### config.mk
export PLATFORM = sky130hd
export DESIGN_NAME = bgd_scroll_renderer_flat
export DESIGN_NICKNAME = d
export VERILOG_FILES = /design/src/rtl/bgd_scroll_renderer_pkg.sv /design/src/rtl/bgd_scroll_renderer_if.sv /design/src/rtl/bgd_scroll_renderer_palette.sv /design/src/rtl/bgd_scroll_renderer.sv /design/src/flat_wrapper.sv
export SDC_FILE = /design/constraint.sdc
export NUM_CORES = 1
export LEC_CHECK = 0
export ABC_CLOCK_PERIOD_IN_PS = 55000
export BUFFER_PORTS_ARGS = -buffer_cell sky130_fd_sc_hd__buf_4
export CAP_MARGIN = 20
export CORE_MARGIN = 3
export CORE_UTILIZATION = 40
export DETAILED_ROUTE_END_ITERATION = 6
export GPL_ROUTABILITY_DRIVEN = 0
export SYNTH_ARGS = -nofsm -noshare
export SYNTH_HDL_FRONTEND = slang
export SYNTH_SLANG_ARGS = --single-unit
### constraint.sdc
create_clock -name vga_clk -period 55 [get_ports vga_clk]
set_clock_uncertainty 0.2 [all_clocks]
set_input_delay 16.5 -clock vga_clk [delete_from_list [all_inputs] [get_ports vga_clk]]
set_output_delay 16.5 -clock vga_clk [all_outputs]
set_load 0.005 [all_outputs]
### src/rtl/bgd_scroll_renderer_pkg.sv
// Shared constants and types for the scrolling background renderer.
package bgd_pkg;

  // Default visible raster size.
  localparam int unsigned H_ACTIVE = 640;
  localparam int unsigned V_ACTIVE = 480;

  // One 12-bit colour, 4 bits per channel.
  typedef struct packed {
    logic [3:0] red;
    logic [3:0] green;
    logic [3:0] blue;
  } rgb4_t;

endpackage

### src/rtl/bgd_scroll_renderer_if.sv
// ROM read bus between the renderer (master) and the external texel ROM (slave).
interface bgd_scroll_renderer_if #(
  parameter int unsigned ADDR_W = 16,
  parameter int unsigned IDX_W  = 4
);
  logic [ADDR_W-1:0] rom_addr;
  logic [IDX_W-1:0]  rom_q;

  modport master (output rom_addr, input rom_q);
  modport slave  (input rom_addr, output rom_q);
endinterface

### src/rtl/bgd_scroll_renderer_palette.sv
// Combinational 16-entry palette: index -> 4-bit red/green/blue.
module bgd_palette
  import bgd_pkg::*;
#(
  parameter int unsigned IDX_W = 4
) (
  input  logic [IDX_W-1:0] idx,
  output rgb4_t            rgb
);

  logic [3:0] sel;

  // Table lookup; only the low four index bits select a colour.
  always_comb begin
    sel = 4'(idx);
    rgb = '0;
    case (sel)
      4'd0:  rgb = 12'h000;
      4'd1:  rgb = 12'h00A;
      4'd2:  rgb = 12'h0A0;
      4'd3:  rgb = 12'h0AA;
      4'd4:  rgb = 12'hA00;
      4'd5:  rgb = 12'hA0A;
      4'd6:  rgb = 12'hA50;
      4'd7:  rgb = 12'hAAA;
      4'd8:  rgb = 12'h555;
      4'd9:  rgb = 12'h55F;
      4'd10: rgb = 12'h5F5;
      4'd11: rgb = 12'h5FF;
      4'd12: rgb = 12'hF55;
      4'd13: rgb = 12'hF5F;
      4'd14: rgb = 12'hFF5;
      4'd15: rgb = 12'hFFF;
      default: rgb = 12'h000;
    endcase
  end

endmodule

### src/rtl/bgd_scroll_renderer.sv
// Scaled, vertically scrolling background: maps screen pixels onto a SRC_W x SRC_H
// texel image held in an external ROM, three-stage pipeline to palette RGB.
module bgd_scroll_renderer #(
  parameter int unsigned SRC_W    = 240,
  parameter int unsigned SRC_H    = 180,
  parameter int unsigned H_ACTIVE = bgd_pkg::H_ACTIVE,
  parameter int unsigned V_ACTIVE = bgd_pkg::V_ACTIVE,
  parameter int unsigned IDX_W    = 4,
  parameter int unsigned ADDR_W   = 16
) (
  input  logic                   vga_clk,
  input  logic                   Reset,
  input  logic [9:0]             DrawX,
  input  logic [9:0]             DrawY,
  input  logic                   blank,
  input  logic                   frame_start,
  input  logic                   scroll_en,
  input  logic                   scroll_dir,
  input  logic [3:0]             scroll_step,
  bgd_scroll_renderer_if.master  rom,
  output logic [3:0]             red,
  output logic [3:0]             green,
  output logic [3:0]             blue,
  output logic [IDX_W-1:0]       bg_idx,
  output logic [ADDR_W-1:0]      scroll_off
);

  // Product widths large enough that the scale multiply never overflows.
  localparam int unsigned XW = 10 + $clog2(SRC_W) + 1;
  localparam int unsigned YW = 10 + $clog2(SRC_H) + 1;
  localparam int unsigned OW = ADDR_W + 1;

  logic [XW-1:0]     x_prod, x_div;
  logic [YW-1:0]     y_prod, y_div;
  logic [OW-1:0]     y_sum, off_up, off_dn;
  logic [ADDR_W-1:0] src_x, src_y, rom_addr_d;
  logic [ADDR_W-1:0] scroll_off_q, scroll_off_d;

  logic [ADDR_W-1:0] rom_addr_q;
  logic              blank1_q, blank2_q;
  logic [IDX_W-1:0]  idx_q, bg_idx_q;
  bgd_pkg::rgb4_t    pal_rgb, rgb_q;

  // Screen -> texel mapping; the wrap is one conditional subtract since both terms < SRC_H.
  always_comb begin
    x_prod = XW'(DrawX) * XW'(SRC_W);
    x_div  = x_prod / XW'(H_ACTIVE);
    y_prod = YW'(DrawY) * YW'(SRC_H);
    y_div  = y_prod / YW'(V_ACTIVE);
    src_x  = ADDR_W'(x_div);
    y_sum  = OW'(y_div) + {1'b0, scroll_off_q};
    if (y_sum >= OW'(SRC_H)) begin
      y_sum = y_sum - OW'(SRC_H);
    end
    src_y      = ADDR_W'(y_sum);
    rom_addr_d = src_y * ADDR_W'(SRC_W) + src_x;
  end

  // Next scroll offset, wrapped into 0..SRC_H-1; the extra bit catches borrow on decrement.
  always_comb begin
    off_up = {1'b0, scroll_off_q} + OW'(scroll_step);
    if (off_up >= OW'(SRC_H)) begin
      off_up = off_up - OW'(SRC_H);
    end
    off_dn = {1'b0, scroll_off_q} - OW'(scroll_step);
    if (off_dn[ADDR_W]) begin
      off_dn = off_dn + OW'(SRC_H);
    end
    scroll_off_d = scroll_off_q;
    if (frame_start && scroll_en) begin
      scroll_off_d = ADDR_W'(scroll_dir ? off_dn : off_up);
    end
  end

  // Offset register; reset wins over a coincident frame_start.
  always_ff @(posedge vga_clk) begin
    if (Reset) begin
      scroll_off_q <= '0;
    end else begin
      scroll_off_q <= scroll_off_d;
    end
  end

  bgd_palette #(
    .IDX_W (IDX_W)
  ) u_palette (
    .idx (idx_q),
    .rgb (pal_rgb)
  );

  // Three-stage pixel pipeline: address, ROM index, palette colour.
  always_ff @(posedge vga_clk) begin
    if (Reset) begin
      rom_addr_q <= '0;
      blank1_q   <= 1'b0;
      idx_q      <= '0;
      blank2_q   <= 1'b0;
      rgb_q      <= '0;
      bg_idx_q   <= '0;
    end else begin
      rom_addr_q <= rom_addr_d;
      blank1_q   <= blank;
      idx_q      <= rom.rom_q;
      blank2_q   <= blank1_q;
      if (blank2_q) begin
        rgb_q    <= pal_rgb;
        bg_idx_q <= idx_q;
      end else begin
        rgb_q    <= '0;
        bg_idx_q <= '0;
      end
    end
  end

  assign rom.rom_addr = rom_addr_q;
  assign red          = rgb_q.red;
  assign green        = rgb_q.green;
  assign blue         = rgb_q.blue;
  assign bg_idx       = bg_idx_q;
  assign scroll_off   = scroll_off_q;

endmodule

### src/flat_wrapper.sv
// flat-port wrapper written by rule: the top's interface ports become plain ports
module bgd_scroll_renderer_flat 
#(
  parameter int unsigned SRC_W    = 240,
  parameter int unsigned SRC_H    = 180,
  parameter int unsigned H_ACTIVE = bgd_pkg::H_ACTIVE,
  parameter int unsigned V_ACTIVE = bgd_pkg::V_ACTIVE,
  parameter int unsigned IDX_W    = 4,
  parameter int unsigned ADDR_W   = 16
)
  (vga_clk, Reset, DrawX, DrawY, blank, frame_start, scroll_en, scroll_dir, scroll_step, red, green, blue, bg_idx, scroll_off, rom_rom_addr, rom_rom_q);
  bgd_scroll_renderer_if #(.ADDR_W(ADDR_W), .IDX_W(IDX_W)) rom_i ();
  input  logic vga_clk;
  input  logic Reset;
  input  logic [9:0] DrawX;
  input  logic [9:0] DrawY;
  input  logic blank;
  input  logic frame_start;
  input  logic scroll_en;
  input  logic scroll_dir;
  input  logic [3:0] scroll_step;
  output logic [3:0] red;
  output logic [3:0] green;
  output logic [3:0] blue;
  output logic [IDX_W-1:0] bg_idx;
  output logic [ADDR_W-1:0] scroll_off;
  output wire logic [$bits(rom_i.rom_addr)-1:0] rom_rom_addr;
  input wire logic [$bits(rom_i.rom_q)-1:0] rom_rom_q;
  assign rom_rom_addr = rom_i.rom_addr;
  assign rom_i.rom_q = rom_rom_q;
  bgd_scroll_renderer #(.SRC_W(SRC_W), .SRC_H(SRC_H), .H_ACTIVE(H_ACTIVE), .V_ACTIVE(V_ACTIVE), .IDX_W(IDX_W), .ADDR_W(ADDR_W)) u_core (.vga_clk(vga_clk), .Reset(Reset), .DrawX(DrawX), .DrawY(DrawY), .blank(blank), .frame_start(frame_start), .scroll_en(scroll_en), .scroll_dir(scroll_dir), .scroll_step(scroll_step), .rom(rom_i), .red(red), .green(green), .blue(blue), .bg_idx(bg_idx), .scroll_off(scroll_off));
endmodule
# [Word level (Yosys, flattened, before mapping)]
# Memories as Yosys holds them, arrays and structs flattened. A register that Yosys moved wholly into a read port is not among the register bits.
# Index checks and enable logic that the tools add are counted.
[totals] reg_bits=42 rom_bits=192 inputBits=34 out_inout_bits=48 word_cells=28 memories=1
[classes] add_sub_neg=7 mul=3 n_div=2 order_cmp=2 mux=4 n_bitwise=1 n_reduce_logical=2
[memory_table] memory="(no name shown)" words=16 width=12 rd=1 rd_ports_with_merged_regs=1 wr=0 line="bgd_scroll_renderer_palette.sv:17" text="case (sel)"
[op_table] operator="two-way mux 16 bit" count=4
[op_table] operator="greater-or-equal comparator 17 x 8 -> 1 bit, second input constant" count=2
[op_table] operator="subtractor 16 x 8 -> 16 bit, second input constant" count=2
[op_table] operator="divider 18 x 10 -> 19 bit, second input constant" count=1
[op_table] operator="divider 18 x 9 -> 19 bit, second input constant" count=1
[op_table] operator="adder 16 x 4 -> 17 bit" count=1
[op_table] operator="adder 17 x 16 -> 17 bit" count=1
[op_table] operator="subtractor 16 x 4 -> 17 bit" count=1
[op_table] operator="adder 16 bit" count=1
[op_table] operator="adder 16 x 8 -> 16 bit, second input constant" count=1
[op_table] operator="multiplier 10 x 6 -> 16 bit, second input constant" count=1
[op_table] operator="multiplier 16 x 4 -> 12 bit, second input constant" count=1
[op_table] operator="multiplier 10 x 4 -> 14 bit, second input constant" count=1
[op_table] operator="OR reduction 2 bit" count=1
[op_table] operator="logical AND 1 bit" count=1
[op_table] operator="inverter 1 bit" count=1

# [Longest topological paths before layout]
# Gate-level depths: netlist of the first run.
[logic_depth] depth_word=7 mapped_depth=64 mapped_depth_nobuf=62

# [By module]
# A second synthesis of the first run with hierarchy kept.
[hier_totals] hier_cells=1209 hier_area_um2=9306.4
[by_module_without_submodules] mod="bgd_scroll_renderer" n_inst=1 cells_per_inst=1195 area_per_inst_um2=9206.3 seq_area_each_um2=1081.0
[by_module_without_submodules] mod="bgd_palette" n_inst=1 cells_per_inst=14 area_per_inst_um2=100.1 seq_area_each_um2=0.0

# [Worst setup path after synthesis of the first run]
# No wires, ideal clock.
[synth_timing] path_kind="input to register" from="input port DrawY[2]" to="register u_core.rom_addr_q[15] (netlist: u_core.rom.rom_addr[15])" setup_ps=128 arrival_ps=28491 required_ps=54672 slack_ps=26181 stages=63 path_buffers=2 cell_sequence="ha_1 > ha_1 > inv_1 > fa_1 > inv_1 > ha_1 > inv_1 > fa_1 > nor2b_4 > o2111ai_2 > and3_1 > or3_1 > buf_6 > a211oi_2 > nor3_1 > or3_1 > o211a_2 > o41ai_4 > [27 not listed] > ha_1 > xor2_1 > fa_1 > a21oi_1 > nor2_1 > nor2_1 > o21bai_1 > a21oi_1 > xnor2_1 > nand3_1 > nor3b_1 > nand3_1 > xnor2_1 > xnor2_1 > xnor2_1 > xnor2_1 > xnor2_1 > nor2_1"
[synth_via] elab_chain_len=7 elab_cells_between_ends=8 cone_classes="3 x add/sub; 2 x mul; 1 x div; 1 x order compare; 1 x mux"
[synth_rtl] element="from (decl)" line="flat_wrapper.sv:16" text="input logic [9:0] DrawY;"
[synth_rtl] element="multiplier 10 x 6 -> 16 bit *" line="bgd_scroll_renderer.sv:48" text="y_prod = YW'(DrawY) * YW'(SRC_H);"
[synth_rtl] element="divider 18 x 9 -> 19 bit *" line="bgd_scroll_renderer.sv:49" text="y_div = y_prod / YW'(V_ACTIVE);"
[synth_rtl] element="adder 17 x 16 -> 17 bit *" line="bgd_scroll_renderer.sv:51" text="y_sum = OW'(y_div) + {1'b0, scroll_off_q};"
[synth_rtl] element="subtractor 16 x 8 -> 16 bit / greater-or-equal comparator 17 x 8 -> 1 bit (equally long branches)" line="bgd_scroll_renderer.sv:53, bgd_scroll_renderer.sv:52"
[synth_rtl] element="two-way mux 16 bit *" line="bgd_scroll_renderer.sv:52" text="if (y_sum >= OW'(SRC_H)) begin"
[synth_rtl] element="multiplier 16 x 4 -> 12 bit *" line="bgd_scroll_renderer.sv:56" text="rom_addr_d = src_y * ADDR_W'(SRC_W) + src_x;"
[synth_rtl] element="adder 16 bit *" line="bgd_scroll_renderer.sv:56"
[synth_rtl] element="to (signal assigned)" line="bgd_scroll_renderer.sv:101" text="rom_addr_q <= rom_addr_d;"
[synth_rtl] element="to (decl)" line="bgd_scroll_renderer.sv:39" text="logic [ADDR_W-1:0] rom_addr_q;"
# Every way passes the cells marked *; elsewhere a longest branch is shown, timed or not.
# A chain may end at the register's enable or synchronous reset.

# [Final worst setup path of the first run]
[layout_timing] from="input port DrawY[3]" to="register u_core.rom_addr_q[15] (netlist: u_core.rom.rom_addr[15])"
# The elaborated chain is that of the path after synthesis.

==> results of run 1 <==
[routing by layer]
| layer | global-route usage [%] | part of all wire [%] | vias to the layer above |
|---|---|---|---|
| met5 | 0 | 0 | - |
| met4 | 2.48 | 0.54 | 0 |
| met3 | 1.20 | 3.1 | 8 |
| met2 | 29.5 | 48 | 148 |
| met1 | 24.0 | 48 | 3827 |
| li1 | - | - | 4222 |
[flip-flops by register name, summed over array words and instances, names as in the netlist]
signal and count:
u_core.idx_q 4, u_core.red 2, u_core.green 2, u_core.bg_idx 1, u_core.blank1_q 1, u_core.blue 1, u_core.scroll_off 16, u_core.blank2_q 1
u_core.rom.rom_addr 16
[cell families after synthesis]
family	after synthesis
AO/OA/AOI/OAI	335
XOR/XNOR	89
adder cells (fa/ha/maj)	141
buffers and inverters	172
flip-flops	44
multiplexers	17
AND/OR/NAND/NOR	377
[cell type report]
| class | instances | area [um^2] | area share [%] |
|---|---|---|---|
| multi-input cells | 959 | 7250 | 74.4 |
| well taps | 275 | 344 | 3.53 |
| clock inverters | 3 | 46.3 | 0.475 |
| clock buffers | 5 | 125 | 1.28 |
| inverters | 123 | 462 | 4.74 |
| repair buffers | 84 | 631 | 6.48 |
| flip-flops and latches | 44 | 881 | 9.05 |
[metrics by stage]
stage | area [um^2] | setup WS [ns] | instances
finish | 9740 | 24.53 | 1493
global route | 9740 | 23.16 | 1493
floorplan | 8840 | 26.18 | 1175
detailed placement | 9570 | 24.30 | 1485
global placement | 9570 | 24.65 | 1485
CTS | 9740 | 24.56 | 1493
[worst max-delay path, delay by kind of cell]
kind	cells	cell delay, ns
fa+ha+maj	10	3.93
mux	1	0.32
simple gates	12	2.59
buf+inv	5	0.46
compound gates	23	4.80
xor+xnor	9	1.78
[layout by cell type (no fill, tap or decap), types with 8 or more instances in the layout]
cell        n
inv_1     123
nor2_1    104
nand2_1    97
ha_1       90
buf_4      84
a21oi_1    83
o21ai_0    65
xnor2_1    62
fa_1       46
dfxtp_1    44
nand3_1    35
xor2_1     27
nor3_1     24
nor2b_1    20
o21bai_1   15
and3_1     15
a21o_1     14
a211oi_1   14
o211ai_1   13
o22ai_1    12
or3_1      12
and2_1     11
mux2i_1    10
or2_2       9
nand2b_1    9
o21a_1      8
o21ai_1     8
a22oi_1     8
[how the worst max path moves through the flow]
stage,end,start,cells after the start,slack (ns)
final,u_core.rom.rom_addr[15],DrawY[3],60,24.53
after floorplan,u_core.rom.rom_addr[15],DrawY[2],63,26.18
after CTS,u_core.rom.rom_addr[15],DrawY[3],60,24.56
after global placement,u_core.rom.rom_addr[15],DrawY[2],60,24.65
after global routing,u_core.rom.rom_addr[15],DrawY[5],60,23.16
after detailed placement,u_core.rom.rom_addr[15],DrawY[3],60,24.30
==> results.md, run 1 <==
- Synthesized net count: 1345
- FF-to-FF path depth: 35
- Hold Startpoint: u_core.blank1_q
- Syn-to-layout area delta: 10.1%
- Fill count: 2220
- Total of max-cap violations: 0
- CP Capture Type: flip-flop
- Routed len/inst: 14.0 um
- Setup CP Type: in2reg
- Synth Area in XOR/XNOR: 8.82%
- Port Buffers: 81
- Final worst path period share: 55.4%
- RSZ-0062 raised after global routing: no
- CP max FO: 12
- N_diodes: 0
- Worst-path clk slew: 0.07 ns
- Synth warnings: 0
- Synth Flop Type: dfxtp_1
- Post-Synthesis Cells: 1175
- Seq cells post-synth: 44
- Final WL: 20.9 mm
- Number of detailed-route iterations in the first pass: 5
- Sink of the worst hold path: u_core.blank2_q
- Yosys cell types: 101
- # hold bufs at CTS: 0
- Post-Route Utilization: 45.6%
- Initial core utilization: 41.4%
- Tightest Pin Transition: 0.975 ns
- Count of flip-flops with a built-in enable after synthesis: 0
- Top-count cell post-synth: inv_1
- CP Launch Type: input pin
- Root Driver: clkbuf_16
- Largest stage delay, worst path: 0.68 ns
- Critical-path top delay cell: nor3_2
- Min Hold Slack: 0.238 ns
- Tot GR Track Use: 17.1%
- Number of global-route vias before repair: 7475
- Cts bufs inserted: 5
- Status: completed
- Io pins: 82
- Drt via density: 5.50
- Share of the synthesized area in the top cell type: 12.7%
- Period minus WS final: 30.47 ns
- Die Width: 155 um
- Slew HR: 34.5%
- Max Slew Vio Count: 0
- DR iter-0 viols: 389
- Simple-Gate Fraction of Synth Area: 20.9%
- CP most frequent cell: xnor2_1
- CP Data Arrival Time: 30.44 ns
- Clock Sinks: 44
- Register area share after synthesis: 9.96%
- Reg-to-Reg Start: u_core.scroll_off[1]
- Drc violations: 0
- Area of the mapped netlist: 0.00884 mm^2
- CTS HTree Levels: 2
- Pin count of the biggest net entering global routing: 40
- Post-synthesis adder-cell area fraction: 23.7%
- Post-synthesis async set-or-reset flop share: 0%
- Via count: 8205
- GRT Residual Overflow: 0
- Core ar.: 0.0214 mm^2
- Combinational family with the most area after synthesis: compound AO/OA/AOI/OAI gates
- Die Y-Extent: 155 um
- Final net count: 1387
- Cts repair resizes: 0
- Max Clk Rate: 32.8 MHz
- Setup slack, reg-to-reg: 46.71 ns
- Post-synthesis compound-gate area fraction: 26.3%
- Final setup vio count: 0
- Post-CTS setup buffer count: 0
- Worst Path Required: 54.97 ns
- FP Rows: 53
- Largest cells by area after synthesis: ha_1 13%, fa_1 10%, dfxtp_1 10%
- Hold path cells: 1
- Die ar.: 0.0239 mm^2
- Multiplexer area fraction after synthesis: 2.19%
- Antenna violations before repair: 0
- HPWL Detailed: 17.0 mm
- TritonCTS clock tree: done
- Setup TNS: 0 ns
- Clock buffer depth: 2
- First-pass GRT wire length: 35.6 mm
- Final Hold Viols: 0
- Area leader, netlist: ha_1
- Synth top cells by count: 123 x inv_1, 104 x nor2_1, 97 x nand2_1
- Worst r2r dst: u_core.rom.rom_addr[15]
- Hold Path Class: reg2reg
- Fraction of layout cells with a size suffix above 1: 12.5%
- Post-DRT Antenna Nets: 0
- Avg Inst Size Synth: 7.52 um^2
- Worst-Skew Late Latency: 0.29 ns
Power of run 1 is left out: the tool's default activity adds up to more than one toggle a clock period on the data nets, which glitch-free logic cannot reach.
==> run 2, diff against run 1 <==
--- a/config.mk
+++ b/config.mk
@@ -5,7 +5,7 @@
 export SDC_FILE = /design/constraint.sdc
 export NUM_CORES = 1
 export LEC_CHECK = 0
-export ABC_CLOCK_PERIOD_IN_PS = 55000
+export ABC_CLOCK_PERIOD_IN_PS = 25500
 export BUFFER_PORTS_ARGS = -buffer_cell sky130_fd_sc_hd__buf_4
 export CAP_MARGIN = 20
 export CORE_MARGIN = 3
==> constraint.sdc (replaced) <==
create_clock -name vga_clk -period 25.5 [get_ports vga_clk]
set_clock_uncertainty 0.2 [all_clocks]
set_input_delay 7.65 -clock vga_clk [delete_from_list [all_inputs] [get_ports vga_clk]]
set_output_delay 7.65 -clock vga_clk [all_outputs]
set_load 0.005 [all_outputs]
==> run 2 against run 1 <==
- die area unchanged
- final cell count unchanged
- sequential share of layout area unchanged
- highest routed layer unchanged
- via count about the same
- wire length increased by 0.58%
- register-to-register slack got worse by 29 ns
- worst setup slack got worse by 21 ns
==> results.md, run 2 (synthesis results as in run 1) <==
- Die ar.: 0.0239 mm^2 (unchanged)
- First-pass GRT wire length: 35.9 mm (+1.0%)
- Max Clk Rate: 46.3 MHz
- Setup CP Type: in2reg
- Period minus WS final: 21.60 ns
- CP max FO: 12 (unchanged)
- Via count: 8198 (-0.085%)
- Worst-Skew Late Latency: 0.29 ns (about the same)
- Clock Sinks: 44 (unchanged)
- Cts repair resizes: 0 (unchanged)
- Setup crit start: DrawY[3]
- Setup slack, reg-to-reg: 17.24 ns (-29.47 ns)
- Hold Startpoint: u_core.blank1_q
- Drc violations: 0 (unchanged)
- Final net count: 1387 (unchanged)
- Status: completed
- TritonCTS clock tree: done
- Fraction of layout cells with a size suffix above 1: 12.5% (unchanged)
- Setup TNS: 0 ns (unchanged)
- CP Data Arrival Time: 21.57 ns (-8.87 ns)
- CP most frequent cell: xnor2_1
- Worst-path clk slew: 0.07 ns (about the same)
- # hold bufs at CTS: 0 (unchanged)
- Number of global-route vias before repair: 7672 (+2.6%)
- Port Buffers: 81 (unchanged)
- Die Width: 155 um (unchanged)
- Commonest non-fill, non-tap cell in the layout: inv_1
- Initial core utilization: 41.4% (unchanged)
- Cts bufs inserted: 5 (unchanged)
- Reg-to-Reg Start: u_core.scroll_off[0]
- HPWL Detailed: 17.1 mm (+0.76%)
- Clock buffer depth: 2 (unchanged)
- GRT Residual Overflow: 0 (unchanged)
- Pin count of the biggest net entering global routing: 40 (unchanged)
- Syn-to-layout area delta: 10.1% (unchanged)
- Worst Path Required: 25.47 ns (-29.50 ns)
- Most frequent cells in the layout: 123 x inv_1, 104 x nor2_1, 97 x nand2_1
- Routed len/inst: 14.1 um (+0.58%)
- N_diodes: 0 (unchanged)
- Post-CTS setup buffer count: 0 (unchanged)
- Largest stage delay, worst path: 0.68 ns (about the same)
- Final Hold Viols: 0 (unchanged)
- Die Y-Extent: 155 um (unchanged)
- Number of detailed-route iterations in the first pass: 5 (unchanged)
- Destination of the critical timing path: u_core.rom.rom_addr[15]
- Antenna violations before repair: 0 (unchanged)
- Final worst path period share: 84.7%
- Final WL: 21.1 mm (+0.58%)
- FP Rows: 53 (unchanged)
- Max Slew Vio Count: 0 (unchanged)
- CP Capture Type: flip-flop
- FF-to-FF path depth: 36 (+2.9%)
- Total of max-cap violations: 0 (unchanged)
- Hold Path Class: reg2reg
- Tightest Pin Transition: 0.982 ns (+0.00687 ns)
- Core ar.: 0.0214 mm^2 (unchanged)
- CP Launch Type: input pin
- DR iter-0 viols: 410 (+5.4%)
- Worst r2r dst: u_core.rom.rom_addr[15]
- Critical-path top delay cell: nor3_2
- Tot GR Track Use: 17.2% (+0.10 points)
- Post-DRT Antenna Nets: 0 (unchanged)
- Final setup vio count: 0 (unchanged)
- Drt via density: 5.49 (about the same)
- Root Driver: clkbuf_16
- Slew HR: 34.0% (-0.46 points)
- Post-Route Utilization: 45.6% (unchanged)
- RSZ-0062 raised after global routing: no
- Io pins: 82 (unchanged)
- CTS HTree Levels: 2 (unchanged)
run 2: cell counts in the layout (fill, tap and decap cells not counted):
Identical to the previous run, type by type.
run 2: how the worst min path moves through the flow:
| stage | to | slack, ns | cells past startpoint |
|---|---|---|---|
| 3_5_place_dp | u_core.blank2_q | 0.22 | 1 |
| 5_1_grt | u_core.blank2_q | 0.26 | 1 |
| 4_1_cts | u_core.blank2_q | 0.24 | 1 |
| 3_3_place_gp | u_core.blank2_q | 0.23 | 1 |
| 2_1_floorplan | u_core.blank2_q | 0.21 | 1 |
| 6_report | u_core.blank2_q | 0.24 | 1 |
run 2: layout make-up:
class	count	area [um^2]
fillers	2182	11600
multi-input cells	959	7250
flip-flops and latches	44	881
repair buffers	84	631
inverters	123	462
well taps	275	344
clock buffers	5	125
clock inverters	3	46.3
run 2: per-stage QoR:
| stage | cell area (um^2) | cells | setup slack [ns] | hold WS, ns |
|---|---|---|---|---|
| floorplan | 8840 | 1175 | 5.53 | 0.214 |
| global placement | 9570 | 1485 | 4.01 | 0.226 |
| detailed placement | 9570 | 1485 | 3.69 | 0.222 |
| CTS | 9740 | 1493 | 3.90 | 0.238 |
| global route | 9740 | 1493 | 2.65 | 0.257 |
| finish | 9740 | 1493 | 3.90 | 0.235 |
run 2: metal layers:
layer / GRT usage (%) / share of wire, %
met1: 24.0 / 48
met2: 29.8 / 48
met3: 1.23 / 3.1
met4: 2.65 / 0.86
met5: 0 / 0
run 2: critical path: cells and delay by family:
family | cells | cell delay [ns]
multiplexers | 2 | 0.59
buffers and inverters | 5 | 0.46
AO/OA/AOI/OAI | 25 | 5.11
adder cells (fa/ha/maj) | 10 | 3.95
XOR/XNOR | 8 | 1.67
AND/OR/NAND/NOR | 10 | 2.12
Power of run 2 is left out for the same reason.
